File: config.mk
export PLATFORM = sky130hd
export DESIGN_NAME = uart_tx_frame
export DESIGN_NICKNAME = d
export VERILOG_FILES = /design/src/rtl/uart_tx_frame.sv
export SDC_FILE = /design/constraint.sdc
export NUM_CORES = 1
export LEC_CHECK = 0
export CAP_MARGIN = 20
export CORE_MARGIN = 3
export CORE_UTILIZATION = 49
export CTS_CLUSTER_SIZE = 12
export DETAILED_ROUTE_END_ITERATION = 8
export PLACE_DENSITY = 0.79
export SLEW_MARGIN = 40
export SYNTH_ARGS = -nofsm -noshare
export SYNTH_HDL_FRONTEND = slang
export SYNTH_SLANG_ARGS = --single-unit
File: constraint.sdc
create_clock -name clk -period 1.9 [get_ports clk]
set_input_delay 0.57 -clock clk [delete_from_list [all_inputs] [get_ports clk]]
set_output_delay 0.57 -clock clk [all_outputs]
set_load 0.005 [all_outputs]
File: src/rtl/uart_tx_frame.sv
// UART transmit framer: start, DATA_W bits LSB first, optional parity, 1/2 stop.
// Ports: clk, reset (async, high), s_valid/s_ready/s_data/s_err handshake,
//        cfg_parity (00/11 none, 01 even, 10 odd), cfg_stop2, tx, busy.
// Build option: define UART_TX_ERR_INJ_EN to let s_err invert the parity bit.
module uart_tx_frame #(
    parameter int DATA_W       = 8,
    parameter int CLKS_PER_BIT = 16
) (
    input  logic              clk,
    input  logic              reset,
    input  logic              s_valid,
    output logic              s_ready,
    input  logic [DATA_W-1:0] s_data,
    input  logic              s_err,
    input  logic [1:0]        cfg_parity,
    input  logic              cfg_stop2,
    output logic              tx,
    output logic              busy
);

    localparam int CW = (CLKS_PER_BIT > 1) ? $clog2(CLKS_PER_BIT) : 1;
    localparam int IW = $clog2(DATA_W);
    localparam logic [CW-1:0] CNT_MAX = CW'(CLKS_PER_BIT - 1);
    localparam logic [IW-1:0] IDX_MAX = IW'(DATA_W - 1);

    typedef enum logic [2:0] {
        IDLE,
        START,
        DATA,
        PARITY,
        STOP
    } state_t;

    state_t            state_q, state_d;
    logic [CW-1:0]     cnt_q, cnt_d;
    logic [IW-1:0]     idx_q, idx_d;
    logic [DATA_W-1:0] shr_q, shr_d;
    logic              par_q, par_d;
    logic              par_en_q, par_en_d;
    logic              par_odd_q, par_odd_d;
    logic              stop2_q, stop2_d;
    logic              stop_hi_q, stop_hi_d;
    logic              tx_q, tx_d;
    logic              s_ready_q, s_ready_d;
    logic              busy_q, busy_d;

    logic accept;
    logic term;
    logic par_bit;

    assign accept = (state_q == IDLE) && s_valid && s_ready_q;
    assign term   = (cnt_q == CNT_MAX);

`ifdef UART_TX_ERR_INJ_EN
    logic err_q, err_d;

    always_comb begin
        err_d = err_q;
        if (accept) begin
            err_d = s_err;
        end
    end

    always_ff @(posedge clk or posedge reset) begin
        if (reset) begin
            err_q <= 1'b0;
        end else begin
            err_q <= err_d;
        end
    end

    // Latched s_err flips the parity bit to provoke a receiver error
    assign par_bit = par_q ^ par_odd_q ^ err_q;
`else
    logic unused_s_err;
    assign unused_s_err = s_err;
    assign par_bit      = par_q ^ par_odd_q;
`endif

    always_comb begin
        state_d   = state_q;
        cnt_d     = cnt_q;
        idx_d     = idx_q;
        shr_d     = shr_q;
        par_d     = par_q;
        par_en_d  = par_en_q;
        par_odd_d = par_odd_q;
        stop2_d   = stop2_q;
        stop_hi_d = stop_hi_q;
        tx_d      = tx_q;
        s_ready_d = s_ready_q;
        busy_d    = busy_q;

        unique case (state_q)
            IDLE: begin
                tx_d      = 1'b1;
                busy_d    = 1'b0;
                s_ready_d = 1'b1;
                cnt_d     = '0;
                if (accept) begin
                    state_d   = START;
                    tx_d      = 1'b0;
                    busy_d    = 1'b1;
                    s_ready_d = 1'b0;
                    shr_d     = s_data;
                    idx_d     = '0;
                    par_d     = 1'b0;
                    par_en_d  = ^cfg_parity;
                    par_odd_d = (cfg_parity == 2'b10);
                    stop2_d   = cfg_stop2;
                    stop_hi_d = 1'b0;
                end
            end
            START: begin
                cnt_d = cnt_q + 1'b1;
                if (term) begin
                    cnt_d   = '0;
                    state_d = DATA;
                    tx_d    = shr_q[0];
                    shr_d   = {1'b0, shr_q[DATA_W-1:1]};
                    par_d   = par_q ^ shr_q[0];
                end
            end
            DATA: begin
                cnt_d = cnt_q + 1'b1;
                if (term) begin
                    cnt_d = '0;
                    if (idx_q == IDX_MAX) begin
                        if (par_en_q) begin
                            state_d = PARITY;
                            tx_d    = par_bit;
                        end else begin
                            state_d = STOP;
                            tx_d    = 1'b1;
                        end
                    end else begin
                        // Shift register front is always data[idx+1]
                        idx_d = idx_q + 1'b1;
                        tx_d  = shr_q[0];
                        shr_d = {1'b0, shr_q[DATA_W-1:1]};
                        par_d = par_q ^ shr_q[0];
                    end
                end
            end
            PARITY: begin
                cnt_d = cnt_q + 1'b1;
                if (term) begin
                    cnt_d   = '0;
                    state_d = STOP;
                    tx_d    = 1'b1;
                end
            end
            STOP: begin
                cnt_d = cnt_q + 1'b1;
                tx_d  = 1'b1;
                if (term) begin
                    cnt_d = '0;
                    if (stop2_q && !stop_hi_q) begin
                        stop_hi_d = 1'b1;
                    end else begin
                        state_d   = IDLE;
                        s_ready_d = 1'b1;
                        busy_d    = 1'b0;
                    end
                end
            end
            default: begin
                state_d = IDLE;
            end
        endcase
    end

    always_ff @(posedge clk or posedge reset) begin
        if (reset) begin
            state_q   <= IDLE;
            cnt_q     <= '0;
            idx_q     <= '0;
            shr_q     <= '0;
            par_q     <= 1'b0;
            par_en_q  <= 1'b0;
            par_odd_q <= 1'b0;
            stop2_q   <= 1'b0;
            stop_hi_q <= 1'b0;
            tx_q      <= 1'b1;
            s_ready_q <= 1'b0;
            busy_q    <= 1'b0;
        end else begin
            state_q   <= state_d;
            cnt_q     <= cnt_d;
            idx_q     <= idx_d;
            shr_q     <= shr_d;
            par_q     <= par_d;
            par_en_q  <= par_en_d;
            par_odd_q <= par_odd_d;
            stop2_q   <= stop2_d;
            stop_hi_q <= stop_hi_d;
            tx_q      <= tx_d;
            s_ready_q <= s_ready_d;
            busy_q    <= busy_d;
        end
    end

    assign tx      = tx_q;
    assign s_ready = s_ready_q;
    assign busy    = busy_q;

endmodule
==> reports/results.ini, run 1 <==
[worst_setup_path]
setup.worst_path.end = shr_q[6]
reg2reg_depth = 5
critPathCaptureType = register
cp.required_ns = 2.13
startpoint_type = register
crit_start = idx_q[0]
r2r_slack_ns = 0.06
arrival_ns = 2.06
path_class = reg -> reg
r2r_end = shr_q[6]
r2r_start = idx_q[0]
path_max_fanout = 8

[clocking]
post_cts_buffers = 0
cts_sinks = 26
clkTransAtPathRegs_ns = 0.14
clkLatencyLatePin_ns = 0.33
htreeDepth = 1
cts_buffers = 3
ctsLongestPathBuffers = 2
cts_tree = yes
root_buffer = clkbuf_4
cts_hold_buf = 0

[finish]
seqCellArea_um2 = 652
mostFrequentLayoutCells = dfrtp_1, clkdlybuf4s50_1, mux2_2, nor2_1, nand2_1
fillers = 233
multi_input_area_um2 = 781
drive_above_1_share_pct = 25.9
mostFrequentLayoutCell = dfrtp_1
finalNetCount = 183
diodes = 0
synthToLayoutAreaGrowth_pct = 20.2

[die]
core-area_um2 = 2810
num_rows = 19
die-area_um2 = 3690
start_util_pct = 52.4
die_h_um = 60.8
die_x_um = 60.8
top_level_ports = 18

[route]
final_antenna_net_count = 0
avgRoutedWirePerCell_um = 15.3
drtIter0Drc = 40
via_count = 1131
vias_per_cell = 5.86
drcViolationCount = 0
drt-total-wl_um = 2950
firstDrtPassIters = 4

[pwr]
p_per_area_nw_per_um2 = 1310
peakVddDrop_mv = 0.686
leakage_nw = 0.819

[logic_synthesis]
synth_top_cell_by_area = dfrtp_1
seq_area_frac_synth_pct = 44.3
synth.net_count = 157
synth_seq_cells = 26
syn-cell-area_um2 = 1470
ys_async_sr_fraction_pct = 100
yosysUniqueCellTypes = 38
synth_edf_count = 0
synth.area.top_cells = dfrtp_1, mux2_2, mux2_4
ys_warn_count = 0
yosysTopAreaCellShare_pct = 42.6
synth_ff_type = dfrtp_1
syn_avg_cell_area_um2 = 10.7
synthCells = 137

[timing]
max_freq_mhz = 544
fin_setup_tns_ns = 0
fin_hold_ws_ns = 0.498
setup_viol = 0
maxSlewViolCount = 0
slew_headroom_pct = 70.7
period_share_pct = 96.7
finalHoldViolations = 0
rsz0062_at_grt = false
worst_pin_slew_ns = 0.439
skew_ns = 0.00550
period_minus_slack_ns = 1.84
fin_ws_ns = 0.0628

[status]
outcome = completed

[place]
dp_hpwl_um = 2230
port_buffers = 16
gp_congestion = 0.894
pre_cts_ws_ns = -0.133

[global_route]
grt_pass1_vias = 1149
grt_pass1_wl_um = 4940
antenna_found_initial = 0
grt_usage_pct = 18.3
grt_overflow = 0
grt_max_degree = 18

[job]
maxCapViolCount = 0

[min_path]
min_path_type = reg -> reg

## metrics by stage
stage | instance area [µm²] | cells | util (%) | power (mW)
floorplan | 1470 | 137 | - | 1.76
global placement | 1740 | 189 | 61.9 | 2.02
detailed placement | 1740 | 189 | 61.9 | 2.10
CTS | 1760 | 193 | 62.9 | 2.34
global route | 1770 | 193 | 63.0 | 2.50
finish | 1770 | 193 | 63.0 | 2.32
## registers in the layout, summed over array words and instances, names as in the netlist
name,cells
shr_q,8
cnt_q,4
idx_q,3
state_q,3
busy,1
par_en_q,1
par_odd_q,1
par_q,1
s_ready,1
stop2_q,1
stop_hi_q,1
tx,1
## worst min path at each step
| stage | start | endpoint | slack (ns) | depth (start not counted) |
|---|---|---|---|---|
| floorplan | shr_q[7] | shr_q[7] | 0.47 | 1 |
| global placement | busy | busy | 0.46 | 1 |
| detailed placement | busy | busy | 0.47 | 1 |
| CTS | busy | busy | 0.50 | 1 |
| global route | busy | busy | 0.54 | 1 |
| finish | busy | busy | 0.50 | 1 |
## critical path: stages, from the launching register on
cell and delay (ns):
dfrtp_1 0.42, ha_2 0.20, ha_2 0.19, or3_4 0.39, a2bb2oi_4 0.21, mux2_4 0.32
## cell type report
cell class	count	share of cell area, %
clock buffer	4	1.49
sequential	26	36.9
inverter	4	0.850
multi-input combinational	101	44.2
tap	31	2.20
timing repair buffer	27	14.4
## power by group
| group | internal, mW | switching [mW] |
|---|---|---|
| Clock | 0.0825 | 0.163 |
| Sequential | 0.786 | 0.190 |
| Combinational | 0.624 | 0.472 |
| Total | 1.49 | 0.826 |
## synthesized netlist by cell type, types with 2 or more instances
cell type   n
a21o_1      2
a21oi_1     6
a22o_1      3
and3_1      3
buf_2       4
clkbuf_1    2
dfrtp_1    25
ha_1        5
inv_1       4
mux2_2     12
mux2_4      7
nand2_1    11
nand3_1     2
nand4_1     2
nor2_1     12
nor2_2      2
nor2b_1     2
nor3_1      2
o21ai_0    10
o22ai_1     2
xnor2_1     2
## cells by family after synthesis
kind of cell | share of synthesized area [%]
flops | 44.3
buf+inv | 2.89
fa+ha+maj | 4.26
xor+xnor | 1.79
mux | 17.1
compound gates | 15.0
simple gates | 14.6
## routing by layer
metal / wire, µm / GRT usage (%) / share of wire [%]
met1: 1210 / 21.7 / 41
met2: 1520 / 30.1 / 51
met3: 131 / 3.19 / 4.4
met4: 91 / 12.7 / 3.1
met5: 0 / 0 / 0
## what timing repair did
| action | in CTS | in global routing |
|---|---|---|
| gates resized for setup | 2 | 1 |
| endpoints found under the setup margin | 8 | 8 |
| pin swaps | 0 | 0 |
No activity file was read; power rests on OpenSTA's default activity.
==> run 2: changes to the inputs <==
- CELL_PAD_IN_SITES_DETAIL_PLACEMENT: not set -> 1
- CELL_PAD_IN_SITES_GLOBAL_PLACEMENT: not set -> 2
- CORE_UTILIZATION: 49 -> 32
==> reports/results.ini, run 2 (synthesis results as in run 1) <==
[status]
outcome = completed

[finish]
fin_area_um2 = 1840  ; +4.2%
mostFrequentLayoutCells = dfrtp_1, clkdlybuf4s50_1, mux2_2, nor2_1
synthToLayoutAreaGrowth_pct = 25.3
top_regs = shr_q x8, cnt_q x4
top_register = shr_q
largest_reg_flops = 8  ; unchanged
drive_above_1_share_pct = 29.6  ; +3.7 points
mostFrequentLayoutCell = dfrtp_1
diodes = 0  ; unchanged
finalNetCount = 183  ; unchanged
fillers = 478  ; +110%

[route]
drt-total-wl_um = 3300  ; +12%
top_layer = met4
drcViolationCount = 0  ; unchanged
firstDrtPassIters = 4  ; unchanged
wl_met2_um = 1660  ; +9.4%
via_count = 1111  ; -1.8%
drtIter0Drc = 26  ; -35%
dr_wl_met3_um = 82  ; -37%
m1WireLength_um = 1530  ; +26%
avgRoutedWirePerCell_um = 15.4  ; +0.85%
final_antenna_net_count = 0  ; unchanged
vias_per_cell = 5.19  ; -11%

[worst_setup_path]
cp.required_ns = 2.06  ; -0.07 ns
arrival_ns = 1.97  ; -0.09 ns
path_class = reg -> reg
startpoint_type = register
path_max_fanout = 8  ; unchanged
critPathCaptureType = register

[timing]
skew_ns = 0.00997  ; +0.00447 ns
setup_viol = 0  ; unchanged
finalHoldViolations = 0  ; unchanged
maxSlewViolCount = 0  ; unchanged
worst_pin_slew_ns = 0.415  ; -0.0238 ns
rsz0062_at_grt = false
period_minus_slack_ns = 1.81  ; -0.0245 ns
fin_hold_ws_ns = 0.496  ; -0.00167 ns
slew_headroom_pct = 72.3  ; +1.6 points
max_freq_mhz = 552  ; +1.4%
period_share_pct = 95.4  ; -1.3 points

[die]
num_rows = 24  ; +5
die_x_um = 73.8  ; +21%
core-area_um2 = 4380  ; +56%
top_level_ports = 18  ; unchanged
die_h_um = 73.8  ; +21%
die-area_um2 = 5440  ; +47%
start_util_pct = 33.5  ; -19 points

[clocking]
ctsLongestPathBuffers = 2  ; unchanged
cts_buffers = 3  ; unchanged
cts_hold_buf = 0  ; unchanged
htreeDepth = 1  ; unchanged
clkTransAtPathRegs_ns = 0.10  ; -0.04 ns
cts_sinks = 26  ; unchanged
cts_tree = yes
clkLatencyLatePin_ns = 0.27  ; -0.06 ns
root_buffer = clkbuf_8

[global_route]
grt_max_degree = 19  ; +1
grt_overflow = 0  ; unchanged
antenna_found_initial = 0  ; unchanged
grt_pass1_vias = 1234  ; +7.4%
grt_pass1_wl_um = 5830  ; +18%
grt_usage_pct = 13.7  ; -4.7 points

[pwr]
p_per_area_nw_per_um2 = 1350  ; +3.0%
peakVddDrop_mv = 0.565  ; -18%
leakage_nw = 0.845  ; +3.2%

[place]
port_buffers = 16  ; unchanged
gp_congestion = 0.826  ; -7.6%
dp_hpwl_um = 2600  ; +16%
dpl-instance-area_um2 = 1760  ; +1.1%

[job]
maxCapViolCount = 0  ; unchanged

[min_path]
min_path_type = reg -> reg

run 2: metrics by stage:
step / power, mW / worst slack, ns / util (%) / setup TNS (ns) / std cells
2_1_floorplan: 1.76 / 0.0994 / - / 0 / 137
3_3_place_gp: 2.05 / -0.246 / 40.0 / -2.75 / 209
3_5_place_dp: 2.13 / -0.285 / 40.0 / -3.26 / 209
4_1_cts: 2.50 / 0.00824 / 41.3 / 0 / 213
5_1_grt: 2.70 / 0.0282 / 42.0 / 0 / 214
6_report: 2.49 / 0.0873 / 42.0 / 0 / 214
run 2: routing by layer:
metal	track usage [%]	vias up
met2	23.6	17
met4	4.63	0
li1	-	537
met5	0	-
met3	2.33	2
met1	17.0	555
run 2: layout make-up:
type | count | area [µm²] | share of cell area [%]
repair buffers | 27 | 258 | 14.0
inverters | 4 | 15.0 | 0.815
flip-flops and latches | 26 | 653 | 35.5
clock buffers | 4 | 55.1 | 2.99
multi-input cells | 101 | 796 | 43.2
well taps | 52 | 65.1 | 3.53
run 2: worst max-delay path: stages, from the launching register on:
cell and delay (ns):
dfrtp_1 0.40, ha_2 0.20, ha_2 0.18, or3_4 0.40, a2bb2oi_4 0.21, mux2_4 0.32
run 2: report_power, final:
part	internal [mW]	switching [mW]	leakage, nW
registers	0.788	0.198	0.317
clock network	0.185	0.182	0.0288
logic	0.643	0.490	0.500
total	1.62	0.871	0.845
run 2: repair_timing:
item                       CTS  global route
setup buffers                0             1
setup endpoints to repair    0             9
gates resized for setup      0             8
run 2: worst paths after layout:
path                       startpoint       end  slack, ns  cells after the start
max in group asynchronous       reset  idx_q[2]       0.88                      3
hold / removal                   busy      busy       0.50                      1
min in group asynchronous       reset  cnt_q[0]       0.57                      2
hold reg to reg                  busy      busy       0.50                      1
setup / recovery             idx_q[0]  shr_q[4]       0.09                      5
setup reg to reg             idx_q[0]  shr_q[4]       0.09                      5
